==> src/rtl/spi_register_bank.sv <==
`default_nettype none
// spi_register_bank: decodes received SPI words into control fields and streams status words out.
// Optional macro SPI_REG_READBACK_EN adds the READBACK command (field echo on the transmit path).
module spi_register_bank #(
  parameter int DATA_W     = 12,
  parameter int CMD_W      = 4,
  parameter int NUM_FIELDS = 6,
  parameter int NUM_STAT   = 4
) (
  input  logic                         clk,
  input  logic                         rst,
  input  logic [CMD_W+DATA_W-1:0]      spi_data,
  input  logic                         rx_busy,
  input  logic                         tx_busy,
  input  logic [NUM_STAT*DATA_W-1:0]   status_in,
  output logic [NUM_FIELDS*DATA_W-1:0] field_out,
  output logic [NUM_FIELDS-1:0]        wr_strobe,
  output logic [CMD_W+DATA_W-1:0]      tx_word,
  output logic [7:0]                   err_count
);

  localparam int WORD_W = CMD_W + DATA_W;
  localparam int SIDX_W = (NUM_STAT > 1) ? $clog2(NUM_STAT) : 1;
  localparam logic [CMD_W-1:0]  CMD_NOP        = '0;
  localparam logic [CMD_W-1:0]  CMD_LAST_FIELD = CMD_W'(NUM_FIELDS);
  localparam logic [SIDX_W-1:0] STAT_LAST      = SIDX_W'(NUM_STAT - 1);

  logic [1:0]            rx_sync, tx_sync;
  logic                  rx_prev, tx_prev;
  logic                  rx_fall, tx_fall;
  logic [WORD_W-1:0]     rx_word;
  logic                  rx_valid;
  logic [DATA_W-1:0]     fields  [NUM_FIELDS];
  logic [DATA_W-1:0]     stat_ch [NUM_STAT];
  logic [SIDX_W-1:0]     stat_idx;
  logic [CMD_W-1:0]      cmd;
  logic [DATA_W-1:0]     payload;
  logic [NUM_FIELDS-1:0] wr_onehot;
  logic                  is_write, rb_set, is_err, stat_shipped;
  logic [WORD_W-1:0]     tx_next;

  // Edges are taken between the synchronised value and its one-cycle-delayed copy.
  always_ff @(posedge clk or posedge rst) begin
    if (rst) begin
      rx_sync <= '0;
      tx_sync <= '0;
      rx_prev <= 1'b0;
      tx_prev <= 1'b0;
    end else begin
      rx_sync <= {rx_sync[0], rx_busy};
      tx_sync <= {tx_sync[0], tx_busy};
      rx_prev <= rx_sync[1];
      tx_prev <= tx_sync[1];
    end
  end

  assign rx_fall = rx_prev & ~rx_sync[1];
  assign tx_fall = tx_prev & ~tx_sync[1];

  always_ff @(posedge clk or posedge rst) begin
    if (rst) begin
      rx_word  <= '0;
      rx_valid <= 1'b0;
    end else begin
      rx_valid <= rx_fall;
      if (rx_fall) rx_word <= spi_data;
    end
  end

  assign cmd     = rx_word[WORD_W-1 -: CMD_W];
  assign payload = rx_word[DATA_W-1:0];

  always_comb begin
    wr_onehot = '0;
    is_write  = rx_valid && (cmd != CMD_NOP) && (cmd <= CMD_LAST_FIELD);
    for (int f = 0; f < NUM_FIELDS; f++)
      wr_onehot[f] = is_write && (cmd == CMD_W'(f + 1));
  end

  assign is_err = rx_valid && (cmd != CMD_NOP) && !is_write && !rb_set;

  generate
    for (genvar f = 0; f < NUM_FIELDS; f++) begin : g_field_pack
      assign field_out[f*DATA_W +: DATA_W] = fields[f];
    end
    for (genvar k = 0; k < NUM_STAT; k++) begin : g_stat_unpack
      assign stat_ch[k] = status_in[k*DATA_W +: DATA_W];
    end
  endgenerate

`ifdef SPI_REG_READBACK_EN
  localparam int SEL_W = (NUM_FIELDS > 1) ? $clog2(NUM_FIELDS) : 1;
  localparam logic [SEL_W-1:0] SEL_LAST = SEL_W'(NUM_FIELDS - 1);
  localparam logic [CMD_W-1:0] CMD_RB   = '1;

  logic             rb_pending;
  logic [SEL_W-1:0] rb_sel;
  logic             tx_is_rb;

  assign rb_set = rx_valid && (cmd == CMD_RB) && (payload[SEL_W-1:0] <= SEL_LAST);

  // A new READBACK decoded alongside the shipping edge of the previous one keeps pending set.
  always_ff @(posedge clk or posedge rst) begin
    if (rst) begin
      rb_pending <= 1'b0;
      rb_sel     <= '0;
      tx_is_rb   <= 1'b0;
    end else begin
      if (rb_set) begin
        rb_pending <= 1'b1;
        rb_sel     <= payload[SEL_W-1:0];
      end else if (tx_fall && tx_is_rb) begin
        rb_pending <= 1'b0;
      end
      if (!tx_sync[1]) tx_is_rb <= rb_pending;
    end
  end

  always_comb begin
    tx_next = {CMD_W'(stat_idx), stat_ch[stat_idx]};
    if (rb_pending) tx_next = {CMD_RB, fields[rb_sel]};
  end

  assign stat_shipped = tx_fall & ~tx_is_rb;
`else
  assign rb_set       = 1'b0;
  assign tx_next      = {CMD_W'(stat_idx), stat_ch[stat_idx]};
  assign stat_shipped = tx_fall;
`endif

  always_ff @(posedge clk or posedge rst) begin
    if (rst) begin
      for (int f = 0; f < NUM_FIELDS; f++) fields[f] <= '0;
      wr_strobe <= '0;
      err_count <= '0;
    end else begin
      wr_strobe <= wr_onehot;
      for (int f = 0; f < NUM_FIELDS; f++)
        if (wr_onehot[f]) fields[f] <= payload;
      if (is_err && (err_count != 8'hFF)) err_count <= err_count + 8'd1;
    end
  end

  always_ff @(posedge clk or posedge rst) begin
    if (rst) begin
      stat_idx <= '0;
      tx_word  <= '0;
    end else begin
      if (stat_shipped) stat_idx <= (stat_idx == STAT_LAST) ? '0 : stat_idx + SIDX_W'(1);
      if (!tx_sync[1]) tx_word <= tx_next;
    end
  end

endmodule
`default_nettype wire

==> config.mk <==
export PLATFORM = sky130hd
export DESIGN_NAME = spi_register_bank
export DESIGN_NICKNAME = d
export VERILOG_FILES = /design/src/rtl/spi_register_bank.sv
export SDC_FILE = /design/constraint.sdc
export NUM_CORES = 1
export LEC_CHECK = 0
export CORE_ASPECT_RATIO = 0.8
export CORE_MARGIN = 5
export CORE_UTILIZATION = 46
export DETAILED_ROUTE_END_ITERATION = 6
export GPL_ROUTABILITY_DRIVEN = 0
export GPL_TIMING_DRIVEN = 0
export PLACE_DENSITY_LB_ADDON = 0.08
export SYNTH_ARGS = -nofsm -noshare
export SYNTH_HDL_FRONTEND = slang
export SYNTH_SLANG_ARGS = --single-unit
==> constraint.sdc <==
create_clock -name clk -period 4.95 [get_ports clk]
set_clock_uncertainty 0.1 [all_clocks]
set_input_delay 0.99 -clock clk [delete_from_list [all_inputs] [get_ports clk]]
set_output_delay 0.99 -clock clk [all_outputs]
set_load 0.005 [all_outputs]
==> flow_summary.ini <==
[outcome]
run_status = finished, final reports clean

[grt]
grt_max_degree = 68
antenna_found_initial = 0
grt_pass1_wl_um = 19500
global_route.usage.total = 0.193
overflow = 0
grt_pass1_vias = 3529

[floorplan]
standard_cell_rows = 34
boundaryPins = 170
start_util = 0.467
fp.dieW_um = 127
die_h_um = 104
design.core.area_um2 = 10800
design.die.area_um2 = 13200

[worst_setup_path]
worstSetupPathDepth = 1
crit_arrival_ps = 1370
cp.required_ps = 3860
timing.critical_path.max_delay_family = buffers and inverters
cpPeakStageDelay_ps = 540
critical_path.endpoint_type = output port
reg2regPathDepth = 4
critical_r2r_launch = rx_word[15]
path_buf_inv = 1
setup.worst_path.start = err_count[2]
slack_of_the_worst_reg_to_reg_path_ps = 2980
crit_fanout = 6
path_cells = clkdlybuf4s50_1
crit_type = reg2out
slowest_cp_cell = sky130_fd_sc_hd__clkdlybuf4s50_1
critical_path.startpoint_type = register

[min_path]
whs_path_depth = 0
hold_path_startpoint = rx_sync[0]
worstHoldPathType = reg2reg

[sta]
timing_hold_violations_final = 0
max-slew-margin-rel = 0.607
post-route-min-period_ps = 2460
finalMaxSlewViolations = 0
worst_slack_ps = 2490
timing.final.setup_violations = 0
finalCritPeriodShare = 0.497
max_slew.worst_pin.slew_ps = 590
fmax_mhz = 407
rsz0062_at_grt = no

[yosys]
synth.cell_area_um2 = 5050
avgSynthCellArea_um2 = 16.6
yosys_warnings = 0
yosys_register_bits = 125
yosys.cell_types.count = 31
synthesis.instances = 304
synth_sequential_area_ratio = 0.619

[placement]
post_place_setup_slack_ps = 2550
io_buffer_count = 167
placement.cell_area_um2 = 6940
place_hpwl_um = 8760

[cts]
numClockSinks = 125
clkSlewWorstSetupHoldPaths_ps = 50
worstSkewPairLatency_ps = 400
post_cts_resized = 0
cts_tree = done
cts-root-to-sink-buffers = 2
cts.root.buffer_cell = sky130_fd_sc_hd__clkbuf_16
h_tree_depth = 4
cts_inserted_buffers = 17
cts.hold.buffers_added = 0
post_cts_buffers = 0

[flow_run]
maxCapViolations = 0

[detailed_routing]
drt_iter0_drc = 120
routed_wire_length_um = 12200
vias = 3223
route.detailed.wl_per_inst_um = 19.0
avgViaCountPerCell = 5.00
dr.pass1.iters = 4
drc_errors = 0
ant_nets = 0

[finish]
antenna-diode-count = 0
n_fill_cell = 799
design.final.nets = 562
final_design_area_no_fill_um2 = 7510
area_growth_syn_to_layout_pct = 48.7
drive_gt1_frac = 0.333

[pwr]
power.share.combinational = 0.328
netSwitchingFraction = 0.252
p_switching_mw = 1.05
p_leak_nw = 3.32
peakVddDrop_mv = 0.328
power.internal_mw = 3.12
share_clk_of_total_power = 0.286
p_seq_frac = 0.386
power-per-cell-area_nw_per_um2 = 555
sequential cells by signal, indices dropped and copies added (netlist names):
signal     flops
tx_prev        1
wr_strobe      6
rx_prev        1
err_count      8
rx_valid       1
rx_sync        2
rx_word       16
tx_sync        2
stat_idx       2
field_out     72
tx_word       14
cells in the mapped netlist (all sizes together):
cell	n	area (µm²)
dfrtp	125	3130
mux2	107	1240
buf	13	96.3
mux4	12	270
inv	5	18.8
clkbuf	4	15.0
nand3	4	20.0
nand3b	4	42.5
nor2	4	15.0
nor3b	4	45.1
and3	3	20.0
nand2	3	11.3
xor2	3	26.3
ha	2	25.0
nor2b	2	12.5
a31oi	1	6.26
conb	1	3.75
nand4	1	6.26
nor4b	1	8.76
nor4bb	1	10.0
o21a	1	7.51
o221ai	1	8.76
or3	1	6.26
xnor2	1	8.76
cell families (layout without fill, tap and decap cells):
group,count (synthesis),after routing,share of synthesized area
multiplexers,119,119,0.299
adder cells (fa/ha/maj),2,2,0.00495
AO/OA/AOI/OAI,3,3,0.00446
AND/OR/NAND/NOR,28,28,0.0391
other,1,2,0.000742
flip-flops,125,125,0.619
XOR/XNOR,4,4,0.00694
buffers and inverters,22,218,0.0258
layer usage:
layer / share of wire / global-route usage / vias up
met2: 0.47 / 0.307 / 118
met1: 0.42 / 0.234 / 1633
met5: 0 / 0 / -
met4: 0.0091 / 0.0574 / 0
li1: - / - / 1463
met3: 0.099 / 0.0941 / 9
power by group through the flow:
stage	registers [mW]	clock network (mW)	logic [mW]
final	1.61	1.19	1.37
after global routing	1.66	1.27	1.46
after CTS	1.61	1.22	1.39
after detailed placement	1.63	0	1.38
after global placement	1.61	0	1.36
after floorplan	1.61	0	0.520
layout by cell type (no fill, tap or decap), drive strengths merged, types with 2 or more instances in the layout:
cell type	instances
nor3b	4
mux2	107
ha	2
nor2	4
nand2	3
clkinv	3
buf	14
clkbuf	25
nor2b	2
dfrtp	125
nand3	4
clkdlybuf4s50	167
inv	5
nand3b	4
clkinvlp	2
xor2	3
bufinv	2
mux4	12
conb	2
and3	3
final timing paths:
check,end
max in group asynchronous,rx_word[4]
max,err_count[2]
min in group asynchronous,rx_word[10]
min,rx_sync[1]
min reg2reg,rx_sync[1]
max reg2reg,field_out[55]
stage by stage:
step	instances	util	setup TNS (ps)	total power, mW	hold slack (ps)
2_1_floorplan	305	-	0	2.13	231
3_3_place_gp	616	0.639	-136990	2.97	237
3_5_place_dp	617	0.642	0	3.01	236
4_1_cts	645	0.695	0	4.22	248
5_1_grt	645	0.695	0	4.40	263
6_report	645	0.695	0	4.17	245
layout make-up:
class,count,area (µm²),area share
multi-input cells,158,1800,0.239
repair buffers,168,1700,0.226
flip-flops and latches,125,3130,0.417
well taps,144,180,0.0240
inverters,5,23.8,0.00317
clock inverters,7,90.1,0.0120
plain buffers,17,111,0.0148
clock buffers,21,480,0.0640
(Power assumes the default switching activity.)
